$ cat src/rtl/otter_iobus_uart_tx.sv
// Memory-mapped 8N1 UART transmitter for the OTTER MMIO bus.
// TX FIFO, control/status registers, and a registered serialiser with a drain interrupt.
module otter_iobus_uart_tx #(
  parameter logic [31:0] BASE_ADDR   = 32'h1100_0000,
  parameter int          FIFO_DEPTH  = 16,
  parameter logic [15:0] DEFAULT_DIV = 16'd868
) (
  input  logic        clk,
  input  logic        rst_n,
  input  logic [31:0] iobus_addr,
  input  logic [31:0] iobus_out,
  input  logic        iobus_wr,
  output logic [31:0] iobus_in,
  output logic        tx,
  output logic        intrpt
);

  localparam int AW = $clog2(FIFO_DEPTH);
  localparam int CW = AW + 1;
  localparam logic [CW-1:0] DEPTH_C = CW'(FIFO_DEPTH);

  typedef enum logic [1:0] {IDLE, START, DATA, STOP} state_t;

  state_t         state, state_next;
  logic [7:0]     fifo_mem [FIFO_DEPTH];
  logic [AW-1:0]  wr_ptr, rd_ptr;
  logic [CW-1:0]  count, count_next;
  logic           ovf, ctrl_en, ctrl_irq, irq_next;
  logic [15:0]    bauddiv;
  logic [15:0]    div_q, div_next, baud_cnt, baud_next;
  logic [2:0]     bit_cnt, bit_next;
  logic [7:0]     shift_q, shift_next;
  logic           tx_next;
  logic           sel, wr_txdata, wr_status, wr_ctrl, wr_baud;
  logic           full, empty, push, pop, baud_done;
  logic           unused_bits;

  assign sel       = (iobus_addr[31:4] == BASE_ADDR[31:4]);
  assign wr_txdata = iobus_wr && sel && (iobus_addr[3:2] == 2'd0);
  assign wr_status = iobus_wr && sel && (iobus_addr[3:2] == 2'd1);
  assign wr_ctrl   = iobus_wr && sel && (iobus_addr[3:2] == 2'd2);
  assign wr_baud   = iobus_wr && sel && (iobus_addr[3:2] == 2'd3);
  assign unused_bits = ^{iobus_addr[1:0], iobus_out[31:16]};

  assign full       = (count == DEPTH_C);
  assign empty      = (count == '0);
  assign push       = wr_txdata && !full;
  assign count_next = count + CW'(push) - CW'(pop);
  assign irq_next   = wr_ctrl ? iobus_out[1] : ctrl_irq;
  assign baud_done  = (baud_cnt == div_q - 16'd1);

  always_comb begin
    iobus_in = 32'h0;
    if (sel) begin
      case (iobus_addr[3:2])
        2'd1:    iobus_in = 32'({count, ovf, empty, full, (state != IDLE)});
        2'd2:    iobus_in = {30'b0, ctrl_irq, ctrl_en};
        2'd3:    iobus_in = {16'b0, bauddiv};
        default: iobus_in = 32'h0;
      endcase
    end
  end

  // FIFO storage carries no reset; validity is tracked by the pointers and count.
  always_ff @(posedge clk) begin
    if (push) fifo_mem[wr_ptr] <= iobus_out[7:0];
  end

  always_ff @(posedge clk or negedge rst_n) begin
    if (!rst_n) begin
      wr_ptr   <= '0;
      rd_ptr   <= '0;
      count    <= '0;
      ovf      <= 1'b0;
      ctrl_en  <= 1'b0;
      ctrl_irq <= 1'b0;
      bauddiv  <= DEFAULT_DIV;
      intrpt   <= 1'b0;
    end else begin
      if (push) wr_ptr <= wr_ptr + 1'b1;
      if (pop)  rd_ptr <= rd_ptr + 1'b1;
      count <= count_next;
      if (wr_txdata && full)
        ovf <= 1'b1;
      else if (wr_status && iobus_out[3])
        ovf <= 1'b0;
      if (wr_ctrl) begin
        ctrl_en  <= iobus_out[0];
        ctrl_irq <= iobus_out[1];
      end
      if (wr_baud) bauddiv <= iobus_out[15:0];
      // Built from post-edge values so a push drops the interrupt on its own edge.
      intrpt <= irq_next && (count_next == '0) && (state_next == IDLE);
    end
  end

  always_ff @(posedge clk or negedge rst_n) begin
    if (!rst_n) begin
      state    <= IDLE;
      tx       <= 1'b1;
      shift_q  <= 8'h0;
      div_q    <= 16'd1;
      baud_cnt <= 16'd0;
      bit_cnt  <= 3'd0;
    end else begin
      state    <= state_next;
      tx       <= tx_next;
      shift_q  <= shift_next;
      div_q    <= div_next;
      baud_cnt <= baud_next;
      bit_cnt  <= bit_next;
    end
  end

  // tx_next is the line level for the cycle after the edge, keeping tx a clean flop output.
  always_comb begin
    state_next = state;
    tx_next    = tx;
    shift_next = shift_q;
    div_next   = div_q;
    baud_next  = baud_cnt;
    bit_next   = bit_cnt;
    pop        = 1'b0;
    case (state)
      IDLE: begin
        tx_next = 1'b1;
        if (ctrl_en && !empty) begin
          pop        = 1'b1;
          shift_next = fifo_mem[rd_ptr];
          div_next   = (bauddiv == 16'd0) ? 16'd1 : bauddiv;
          baud_next  = 16'd0;
          bit_next   = 3'd0;
          tx_next    = 1'b0;
          state_next = START;
        end
      end
      START: begin
        if (baud_done) begin
          baud_next  = 16'd0;
          tx_next    = shift_q[0];
          state_next = DATA;
        end else begin
          baud_next = baud_cnt + 16'd1;
        end
      end
      DATA: begin
        if (baud_done) begin
          baud_next = 16'd0;
          if (bit_cnt == 3'd7) begin
            tx_next    = 1'b1;
            state_next = STOP;
          end else begin
            bit_next   = bit_cnt + 3'd1;
            shift_next = {1'b0, shift_q[7:1]};
            tx_next    = shift_q[1];
          end
        end else begin
          baud_next = baud_cnt + 16'd1;
        end
      end
      STOP: begin
        if (baud_done) begin
          baud_next  = 16'd0;
          tx_next    = 1'b1;
          state_next = IDLE;
        end else begin
          baud_next = baud_cnt + 16'd1;
        end
      end
      default: begin
        tx_next    = 1'b1;
        state_next = IDLE;
      end
    endcase
  end

endmodule

$ cat config.mk
export PLATFORM = sky130hd
export DESIGN_NAME = otter_iobus_uart_tx
export DESIGN_NICKNAME = d
export VERILOG_FILES = /design/src/rtl/otter_iobus_uart_tx.sv
export SDC_FILE = /design/constraint.sdc
export NUM_CORES = 1
export LEC_CHECK = 0
export ABC_CLOCK_PERIOD_IN_PS = 9800
export CORE_ASPECT_RATIO = 0.9
export CORE_MARGIN = 1
export CORE_UTILIZATION = 50
export DETAILED_ROUTE_END_ITERATION = 16
export GPL_TIMING_DRIVEN = 0
export PLACE_DENSITY = 0.78
export SYNTH_ARGS = -nofsm -noshare
export SYNTH_HDL_FRONTEND = slang
export SYNTH_SLANG_ARGS = --single-unit
$ cat constraint.sdc
create_clock -name clk -period 9.8 [get_ports clk]
set_input_delay 1.96 -clock clk [delete_from_list [all_inputs] [get_ports clk]]
set_output_delay 1.96 -clock clk [all_outputs]
set_load 0.1 [all_outputs]
==> reports/qor.csv <==
stage,metric,value,unit
placement,GPL Wtd Cong,0.887,
setup_path,critical path class,primary input to primary output,
setup_path,crit-path max cell delay,1140,ps
detailed_routing,DRT iter0 DRCs,538,
finish,"commonest non-fill, non-tap cells in the layout","edfxtp_1, nand2_1, dfrtp_1, clkdlybuf4s50_1, mux4_2",
finish,antenna cell count,0,
sta,crit path time final,6800,ps
clock_network,H-tree Lvls,1,
clock_network,Clock Tree Buf Depth,3,
pwr,Pwr Density,158,mW/mm^2
sta,Peak Freq,147,MHz
clock_network,Worst-path clk slew,60,ps
synth,"EDFF count, synth",128,
setup_path,signal arrival time at the worst endpoint,4840,ps
floorplanning,Die Wd,149,um
placement,IO Port Bufs,65,
setup_path,crit-path cells,"clkdlybuf4s50_1, nor4_1, nand4_1, nor2_1, and2_1, and3_1, clkdlybuf4s50_1",
setup_path,"most used cell, CP",clkdlybuf4s50_1,
clock_network,Post-CTS Hold Fix Bufs,0,
clock_network,worst skew pair latency,520,ps
floorplanning,core region area,0.0187,mm^2
setup_path,crit path capture type,primary output,
setup_path,peak fanout along the critical path,7,
job,max cap viols,0,
grt,first-pass GRT wire length,34.8,mm
sta,sum of negative setup slack,0,ps
grt,vias in the first global route,6344,
sta,Tightest Pin Transition,1140,ps
setup_path,Crit path max-delay family,buffers and inverters,
finish,"commonest non-fill, non-tap cell in the layout",edfxtp_1,
finish,Final Core Density,0.616,
clock_network,CTS tree,yes,
sta,Final Hold Vio Count,0,
finish,area of the multi-input gates,0.00359,mm^2
placement,Place WS,3030,ps
pwr,Worst VDD drop,0.136,mV
floorplanning,die area,0.0200,mm^2
setup_path,r2r setup slk,4350,ps
synth,Syn Inst Count,714,
synth,ys async rst share,0.382,
finish,area grow syn2layout,18.9,%
floorplanning,site row count,47,
detailed_routing,drt pass-1 iters,5,
synth,"Cell Area, Synth",0.00969,mm^2
synth,Yosys reg bits,207,
floorplanning,Initial Util,0.518,
grt,antenna violations before repair,0,
synth,"Seq/Total Area, Yosys",0.601,
synth,synth top area cells,"edfxtp_1, dfrtp_1, mux4_2",
sta,unrepaired setup endpoints after global routing,false,
pwr,total power,1820,uW
grt,GRT Overall Usage,0.229,
synth,Yosys Warn Count,0,
setup_path,WP data required,7840,ps
detailed_routing,residual DRC count,0,
synth,dominant cell type by area after synthesis,edfxtp_1,
detailed_routing,drt via density,5.87,
clock_network,CTS buffer count,22,
finish,Register Area,0.00583,mm^2
clock_network,post-CTS setup buffer count,0,
finish,FILL cells,1404,
clock_network,clk root buf,clkbuf_16,
setup_path,type of origin of the critical path,primary input,
synth,Yosys top cell area share,0.396,
detailed_routing,"antenna viol nets, final",0,
sta,Fin Hold WS,483,ps
grt,pin count of the biggest net entering global routing,67,
sta,Final Cycle Share,0.694,
floorplanning,Die H,134,um
sta,Setup Skew,19.4,ps
sta,Max-slew headroom,0.232,
status,status,"finished, final reports clean",
detailed_routing,vias,6356,
floorplanning,# IOs,101,
detailed_routing,Avg WL per Cell,20.2,um
detailed_routing,Post-Route WL,21.9,mm
clock_network,cts repair resizes,0,
sta,Final setup viols,0,
sta,Pins Over Slew Limit,0,
placement,DPL Wire Length,14.7,mm
setup_path,"Buf+Inv Stages, Crit Path",2,
finish,Layout Nets,906,
synth,"Top FF cell, synth",edfxtp_1,
pwr,leakage power figure,0.00432,uW
clock_network,clk sinks,207,
synth,"Distinct cells, synth",62,
finish,layout cells sized above 1,0.175,
grt,GRT overflow,0,
setup_path,Worst path slowest cell,clkdlybuf4s50_1,
worst_hold_path,Hold Path Class,flop to flop,
synth,syn_area_per_cell,13.6,um^2
sta,setup slack after layout,3000,ps
==> sequential cells by signal, summed over array words and instances (netlist names) <==
| register | count |
|---|---|
| tx | 1 |
| count | 5 |
| fifo_mem | 128 |
| ctrl_irq | 1 |
| bit_cnt | 3 |
| div_q | 16 |
| rd_ptr | 4 |
| intrpt | 1 |
| state | 2 |
| wr_ptr | 4 |
| ovf | 1 |
| bauddiv | 16 |
| ctrl_en | 1 |
| shift_q | 8 |
| baud_cnt | 16 |
==> cells in the mapped netlist (10+ instances only) <==
| cell | n |
|---|---|
| clkbuf_1 | 23 |
| buf_4 | 16 |
| nor3_1 | 21 |
| nor2_1 | 38 |
| a31oi_1 | 10 |
| edfxtp_1 | 128 |
| xnor2_1 | 28 |
| and3_1 | 12 |
| buf_1 | 10 |
| a21oi_1 | 12 |
| nand4_1 | 10 |
| xor2_1 | 10 |
| nor4_1 | 18 |
| nand2_1 | 75 |
| ha_1 | 15 |
| mux2_2 | 21 |
| dfrtp_1 | 72 |
| mux4_2 | 40 |
| nand3_1 | 17 |
| inv_1 | 21 |
| o21ai_0 | 12 |
==> worst min-delay path, cell delays in order (launching register included) <==
cell     delay [ps]
dfstp_2         370
nand2_1          40
o21ai_0          70
==> stage by stage <==
step	area [um^2]	std cells
after CTS	11500	1083
after floorplan	9750	729
final	11500	1083
after detailed placement	10800	1044
after global routing	11500	1083
after global placement	10700	1039
==> per-layer routing <==
layer / routed length (um) / part of all wire / GRT usage / up-vias
li1: - / - / - / 2872
met1: 9410 / 0.43 / 0.316 / 3186
met2: 10600 / 0.48 / 0.377 / 247
met3: 1330 / 0.061 / 0.0354 / 51
met4: 551 / 0.025 / 0.0697 / 0
met5: 0 / 0 / 0 / -
==> final cells by class <==
cell class              instances  area share
plain buffers                  55      0.0254
clock buffers                  32      0.0527
clock inverters                 7     0.00977
inverters                      22     0.00716
multi-input cells             445       0.311
flip-flops and latches        207       0.506
well taps                     245      0.0266
repair buffers                 70      0.0612
==> cells by family after synthesis <==
| kind of cell | count (synthesis) | synth area share |
|---|---|---|
| and+or+nand+nor | 235 | 0.124 |
| DFF | 207 | 0.601 |
| buffers and inverters | 77 | 0.0387 |
| AOI/OAI and AO/OA | 71 | 0.0541 |
| muxes | 69 | 0.126 |
| xor gates and xnor gates | 38 | 0.0343 |
| adders and majority gates | 16 | 0.0214 |
| other | 1 | 0.000387 |
==> path summary, 6_finish.rpt <==
| path | depth (start not counted) | to | from |
|---|---|---|---|
| max | 7 | iobus_in[14] | iobus_addr[10] |
| min | 2 | tx | tx |
| max reg2reg | 18 | intrpt | state[1] |
| min reg2reg | 2 | tx | tx |
| max in group asynchronous | 2 | bauddiv[5] | rst_n |
| min in group asynchronous | 1 | baud_cnt[12] | rst_n |
==> where the power goes <==
group / internal [uW] / switching, uW
logic: 23.7 / 47.7
registers: 929 / 0.0582
clock network: 487 / 334
total: 1440 / 382
(Power assumes the default switching activity.)
